**src/rtl/transpad_sched.sv**
```systemverilog
// Round-robin scheduler sharing the transpad translation engine among NREQ requesters.
// Grants a session, pulses the CU start, supervises abort/watchdog stop and reports completion.
module transpad_sched #(
  parameter int NREQ    = 4,
  parameter int TMO_W   = 16,
  parameter int TMO_CYC = 4096
) (
  input  logic                     clk,
  input  logic                     rstn,
  input  logic [NREQ-1:0]          req,
  input  logic                     cu_idle,
  output logic [NREQ-1:0]          gnt,
  output logic [$clog2(NREQ)-1:0]  conf_sel,
  output logic                     start_req_ok,
  output logic                     stop_req,
  output logic [NREQ-1:0]          done,
  output logic                     tmo
);

  localparam int IDX_W = $clog2(NREQ);
  // A limit that does not fit the counter can never be reached, so it disables the watchdog.
  localparam bit TMO_EN = (TMO_CYC > 0) && ((TMO_CYC >> TMO_W) == 0);
  localparam logic [TMO_W-1:0] TMO_VAL = TMO_W'(TMO_CYC);

  typedef enum logic [2:0] {
    S_IDLE,
    S_GRANT,
    S_RUN,
    S_STOP,
    S_RELEASE
  } state_t;

  state_t              state_reg;
  logic [IDX_W-1:0]    owner_reg;
  logic [IDX_W-1:0]    last_reg;
  logic                tmo_flag_reg;
  logic [TMO_W-1:0]    wd_reg;
  logic [NREQ-1:0]     gnt_reg;
  logic                start_reg;
  logic                stop_reg;
  logic [NREQ-1:0]     done_reg;
  logic                tmo_reg;

  logic [NREQ-1:0]     elig;
  logic                pick_valid;
  logic [IDX_W-1:0]    pick_idx;
  logic [TMO_W-1:0]    wd_inc;

  function automatic logic [IDX_W-1:0] wrap_idx(input logic [IDX_W-1:0] base, input int ofs);
    int sum;
    sum = int'(base) + ofs;
    if (sum >= NREQ) sum = sum - NREQ;
    return IDX_W'(sum);
  endfunction

  function automatic logic [NREQ-1:0] onehot(input logic [IDX_W-1:0] idx);
    logic [NREQ-1:0] vec;
    vec      = '0;
    vec[idx] = 1'b1;
    return vec;
  endfunction

  // A requester being told it is done cannot win in that same cycle.
  genvar gi;
  generate
    for (gi = 0; gi < NREQ; gi++) begin : g_elig
      assign elig[gi] = req[gi] & ~done_reg[gi];
    end
  endgenerate

  // Scan downward so the nearest candidate after last_reg is assigned last and wins.
  always_comb begin
    pick_valid = 1'b0;
    pick_idx   = '0;
    for (int k = NREQ; k >= 1; k--) begin
      if (elig[wrap_idx(last_reg, k)]) begin
        pick_valid = 1'b1;
        pick_idx   = wrap_idx(last_reg, k);
      end
    end
  end

  // Watchdog value including the current RUN cycle, saturating at all-ones.
  assign wd_inc = (wd_reg == '1) ? wd_reg : wd_reg + TMO_W'(1);

  always_ff @(posedge clk or negedge rstn) begin
    if (!rstn) begin
      state_reg    <= S_IDLE;
      owner_reg    <= '0;
      last_reg     <= IDX_W'(NREQ - 1);
      tmo_flag_reg <= 1'b0;
      wd_reg       <= '0;
      gnt_reg      <= '0;
      start_reg    <= 1'b0;
      stop_reg     <= 1'b0;
      done_reg     <= '0;
      tmo_reg      <= 1'b0;
    end else begin
      start_reg <= 1'b0;
      done_reg  <= '0;
      tmo_reg   <= 1'b0;
      case (state_reg)
        S_IDLE: begin
          if (cu_idle && pick_valid) begin
            owner_reg <= pick_idx;
            gnt_reg   <= onehot(pick_idx);
            start_reg <= 1'b1;
            wd_reg    <= '0;
            state_reg <= S_GRANT;
          end
        end
        S_GRANT: begin
          wd_reg    <= '0;
          state_reg <= S_RUN;
        end
        S_RUN: begin
          wd_reg <= wd_inc;
          // Completion outranks abort and timeout, so a finished session never reports tmo.
          if (cu_idle) begin
            gnt_reg   <= '0;
            done_reg  <= onehot(owner_reg);
            tmo_reg   <= tmo_flag_reg;
            state_reg <= S_RELEASE;
          end else if (!req[owner_reg]) begin
            stop_reg  <= 1'b1;
            state_reg <= S_STOP;
          end else if (TMO_EN && (wd_inc == TMO_VAL)) begin
            tmo_flag_reg <= 1'b1;
            stop_reg     <= 1'b1;
            state_reg    <= S_STOP;
          end
        end
        S_STOP: begin
          if (cu_idle) begin
            gnt_reg   <= '0;
            stop_reg  <= 1'b0;
            done_reg  <= onehot(owner_reg);
            tmo_reg   <= tmo_flag_reg;
            state_reg <= S_RELEASE;
          end
        end
        S_RELEASE: begin
          last_reg     <= owner_reg;
          tmo_flag_reg <= 1'b0;
          state_reg    <= S_IDLE;
        end
        default: state_reg <= S_IDLE;
      endcase
    end
  end

  assign gnt          = gnt_reg;
  assign conf_sel     = owner_reg;
  assign start_req_ok = start_reg;
  assign stop_req     = stop_reg;
  assign done         = done_reg;
  assign tmo          = tmo_reg;

endmodule

```
**config.mk**
```make
export PLATFORM = sky130hd
export DESIGN_NAME = transpad_sched
export DESIGN_NICKNAME = d
export VERILOG_FILES = /design/src/rtl/transpad_sched.sv
export SDC_FILE = /design/constraint.sdc
export NUM_CORES = 1
export LEC_CHECK = 0
export ABC_CLOCK_PERIOD_IN_PS = 2500
export CAP_MARGIN = 5
export CORE_AREA = 2 2 66 68
export CTS_BUF_LIST = sky130_fd_sc_hd__clkbuf_8
export CTS_CLUSTER_SIZE = 8
export DETAILED_ROUTE_END_ITERATION = 6
export DIE_AREA = 0 0 68 70
export GPL_TIMING_DRIVEN = 0
export HOLD_SLACK_MARGIN = 0.02
export MAX_ROUTING_LAYER = met4
export PLACE_DENSITY = 0.8
export SETUP_SLACK_MARGIN = 0.3
export SYNTH_ARGS = -nofsm -noshare
export SYNTH_HDL_FRONTEND = slang
export SYNTH_SLANG_ARGS = --single-unit
```
**constraint.sdc**
```tcl
create_clock -name clk -period 2.5 [get_ports clk]
set_input_delay 0.5 -clock clk [delete_from_list [all_inputs] [get_ports clk]]
set_output_delay 0.5 -clock clk [all_outputs]
set_load 0.05 [all_outputs]
```
## After elaboration in Yosys (flattened, before gate mapping)

Index checks and enable logic that the tools add are counted.
W data, S select, Z words.

| storage, ports and cells | value |
|---|---|
| register bits | 35 |
| input bits | 7 |
| output and inout bits | 13 |
| word-level logic and storage cells | 120 |

| operators by class | value |
|---|---|
| add/subtract/negate cells | 9 |
| $lt $le $gt $ge | 12 |
| eq/ne operators | 14 |
| muxes and demuxes | 52 |
| bitwise logic cells | 8 |
| reductions and logical operators | 15 |

Operators by type and width:

| operator | number |
|---|---|
| $pmux W16 S3 | 1 |
| $mux W16 | 2 |
| $mux W1 | 21 |
| $lt A2 B3 Y1 const B | 6 |
| $add A16 B1 Y16 const B | 1 |
| $eq A16 B13 Y1 const B | 1 |
| $eq A16 B16 Y1 const B | 1 |
| $mux W2 | 8 |
| $mux W4 | 4 |
| $mux W3 | 5 |
| $pmux W3 S4 | 1 |
| $bmux W1 S2 | 5 |
| $ne A2 B2 Y1 const B | 5 |
| $ge A3 B3 Y1 const B | 3 |
| $pmux W4 S2 | 1 |
| $reduce_and A4 Y1 | 2 |
| $sub A2 B1 Y2 const B | 4 |
| $add A2 B2 Y3 const B | 2 |
| $eq A3 B2 Y1 const B | 2 |
| $reduce_and A3 Y1 | 2 |
| $reduce_bool A2 Y1 | 3 |
| $add A2 B3 Y4 const B | 1 |
| $and A1 B1 Y1 | 4 |
| $demux W1 S2 | 2 |
| 15 further kinds | 23 |

## Depth between registers and ports, before layout

| logic depth | value |
|---|---|
| depth after elaboration | 15 |
| gate-level depth with buffers | 8 |
| mapped depth without buffers | 7 |

## Least setup slack after synthesis

Ideal clock, no wire load.

| timing | value |
|---|---|
| kind | reg2reg |
| from | register wd_reg[9] |
| to | register state_reg[0] |
| setup time | 94 ps |
| arrival time | 1950 ps |
| data required time | 2406 ps |
| path slack | 456 ps |
| stages on the path, launching flop included | 8 |
| path buffers | 1 |
| period minus slack after synthesis | 2044 ps |
| cells stage by stage | dfrtp_1 > nand4_1 > or4_1 > buf_2 > mux2i_1 > a211oi_1 > nand4_1 > a211oi_1 |

| between the ends | value |
|---|---|
| cells in the longest elaborated chain, start to end | 5 |
| elaborated cells between the ends (all ways) | 6 |
| classes of those cells | add/sub: 1; eq/ne: 3; mux: 1; reduce/logical: 1 |

RTL lines:

| item | RTL line | RTL |
|---|---|---|
| start, declared | 37 | `logic [TMO_W-1:0] wd_reg;` |
| start signal, assigned | 117 | `wd_reg <= wd_inc;` |
| $add A16 B1 Y16 or $eq A16 B16 Y1 (tied branches) | 84 | `assign wd_inc = (wd_reg == '1) ? wd_reg : wd_reg + TMO_W'(1);` |
| $mux W16 * | 84 |  |
| $eq A16 B13 Y1 * | 127 | `end else if (TMO_EN && (wd_inc == TMO_VAL)) begin` |
| $ne A4 B4 Y1 (no source line) * | -- |  |
| $reduce_and A3 Y1 (no source line) * | -- |  |
| end signal, assigned | 88 | `state_reg <= S_IDLE;` |
| end signal, assigned | 126 | `state_reg <= S_STOP;` |
| end signal, assigned | 130 | `state_reg <= S_STOP;` |
| end, declared | 33 | `state_t state_reg;` |

Every way passes the cells marked *; elsewhere a longest branch is shown, timed or not.
A chain may end at the register's enable or synchronous reset.

## Worst setup path after layout

| timing | value |
|---|---|
| from | register wd_reg[8] |
| to | register state_reg[0] |

The elaborated chain is that of the path after synthesis.

==> metrics.yaml <==
outcome: "complete, no violations"
synth_warnings: 0
synthMuxAreaShare_pct: 3.07
syn2layout_area_growth_pct: 29.7
wirelength_mm: 5.47
routabilityCongestion: 0.928
hold_path.class: "input pin to asynchronous set/reset pin"
dp_cells: 305
synthAdderAreaFrac_pct: 0.591
total_power_uw: 2340
synth_xor_area_share_pct: 1.24
ir_worst_vdd_v: 0.000394
rrSetupSlack_ns: 0.27
start_kind: "flip-flop"
core_area_mm2: 0.00414
cts_tree: "done"
first_global_vias: 1773
start_util_pct: 51.1
firstDrtPassIters: 4
ys_async_sr_fraction_pct: 100
cp-end-kind: "flip-flop"
synth_top_area_share_pct: 39.0
yosys.area_share.simple_pct: 25.6
hold_violations: 0
drtIter0Drc: 270
cts-root-buf: "clkbuf_8"
rsz0062_at_grt: "true"
pre_cts_slack_ns: -0.312
final_max_slew_viol_count: 0
synth_top_family_by_area: "simple AND/OR/NAND/NOR gates"
clock-sinks: 35
antenna_found_initial: 0
final-setup-viol-count: 0
die_w_um: 68
largest_reg_flops: 16
slew_headroom_pct: 47.7
cts_buffers: 5
vias: 2015
clk_latency_ns: 0.29
rows: 24
tightest_slew_ns: 0.784
overflow: 0
min_period_ns: 2.23
drc: 0
ant_nets: 0
io_buffer_count: 19
leakage_uw: 0.00120
ys_types: 60
r2r_start: "wd_reg[8]"
ios: 20
power_density_mw_per_mm2: 851
wl_per_cell_um: 16.5
layout.nets: 286
die_area_mm2: 0.00476
crit_type: "flip-flop to flip-flop"
yosysMostFrequentCell: "dfrtp_1"
maxClockFrequency_ghz: 0.449
grt_usage_pct: 23.8
cts_htree_levels: 2
cts.path.max_buffers: 2
grt_start_max_net_pins: 36
synth_common_cells: "dfrtp_1 (33), nor2_1 (19), o21ai_0 (17)"
synth_area_mm2: 0.00212
ys.flop_type: "dfrtp_1"
die_y_um: 70
synth_fp_nets: 242
drive_gt1_share_pct: 26.9
r2r-end: "state_reg[0]"
grt_pass1_wl_mm: 8.33
vias_per_cell: 6.09
maxCapViolations: 0
antenna_cells: 0
hold_ws_ns: 0.290
final_cells: 331
hpwl_mm: 3.43
fin_skew_ns: 0.00639
finalCritPeriodShare_pct: 89.0
synth-edff-count: 0
post_synth_main_area_contributors: "dfrtp_1 (39%), o21ai_0 (4.0%), nor2_1 (3.4%)"
worstPathMaxFanout: 10
synth_compound_area_share_pct: 21.7
synth_area_per_cell_um2: 9.05
synth_area_leader_cell: "dfrtp_1"
setup_ws_ns: 0.275
clk_pin_slew_ns: 0.07
reg2reg_depth: 9
crit_required_ns: 2.70
cp_data_arrival_time_ns: 2.42
ys_seq_elements: 35
ys_seq_area_share_pct: 41.5
synthCells: 234
repair_timing:
item | CTS | global route
setup endpoints to repair | 17 | 13
pin swaps | 9 | 6
cloned | 0 | 1
setup buffers | 7 | 10
hold buffers | 0 | 0
gates resized for setup | 24 | 20
area by class of cell:
type / count / area, um2
Fill cell: 339 / 1400
Multi-Input combinational cell: 174 / 1240
Sequential cell: 35 / 886
Timing Repair Buffer: 37 / 323
Buffer: 17 / 123
Clock buffer: 5 / 68.8
Tap cell: 52 / 65.1
Inverter: 8 / 30.0
Clock inverter: 3 / 16.3
metal layers:
metal / track usage (%) / share of wire, % / wire length (um) / vias to the layer above
met4: 6.44 / 1.6 / 87 / 0
met5: - / 0 / 0 / -
met1: 32.2 / 41 / 2270 / 972
met3: 5.31 / 6.2 / 341 / 12
met2: 36.0 / 51 / 2770 / 75
li1: - / - / - / 956
cell usage in the layout, fill, tap and decap left out, types with 4 or more instances in the layout:
cell type	netlist	routed
dfrtp_1	33	27
buf_4	3	19
nor2_1	19	18
o21ai_0	17	17
nand2_1	16	16
clkdlybuf4s50_1	0	16
a21oi_1	14	14
nand4_1	11	11
inv_1	8	9
clkbuf_1	8	7
nand3_1	9	7
a31oi_1	6	6
dfrtp_2	0	6
nor3_1	5	5
and3_1	5	5
buf_6	2	5
o31ai_1	6	5
clkbuf_8	1	5
nand2b_1	4	4
critical path, cell delays in order, from the launching register on:
cell and delay, ns:
dfrtp_1 0.34, buf_6 0.13, nand4_1 0.13, buf_4 0.19
nor4_4 0.29, mux2i_1 0.27, a21boi_2 0.21, nand4_1 0.18
buf_4 0.21, a211oi_2 0.18
how the worst max path moves through the flow:
stage	startpoint	end	slack [ns]	cells after the start
after detailed placement	req[0]	wd_reg[3]	-0.31	7
after global routing	wd_reg[8]	state_reg[0]	0.14	9
after floorplan	wd_reg[9]	state_reg[0]	0.46	7
after global placement	req[0]	wd_reg[3]	-0.32	7
after CTS	wd_reg[0]	stop_req	0.27	8
final	wd_reg[8]	state_reg[0]	0.27	9
per-stage QoR:
step | utilization [%] | area, um2 | TNS [ns]
floorplan | - | 2120 | 0
global placement | 57.3 | 2370 | -2.75
detailed placement | 57.2 | 2370 | -2.75
CTS | 62.5 | 2590 | 0
global route | 66.3 | 2750 | 0
finish | 66.3 | 2750 | 0
logic make-up after synthesis:
kind of cell | count (synthesis)
DFF | 35
AOI/OAI and AO/OA | 70
and+or+nand+nor | 95
muxes | 5
adders and majority gates | 1
buffers and inverters | 25
xor gates and xnor gates | 3
power by group:
| part | internal [uW] | switching (uW) | leakage, uW |
|---|---|---|---|
| combinational | 429 | 678 | 0.000704 |
| clock | 190 | 201 | 0.0000453 |
| sequential | 698 | 142 | 0.000455 |
| total | 1320 | 1020 | 0.00120 |
Power figures use the tool's default switching activity.
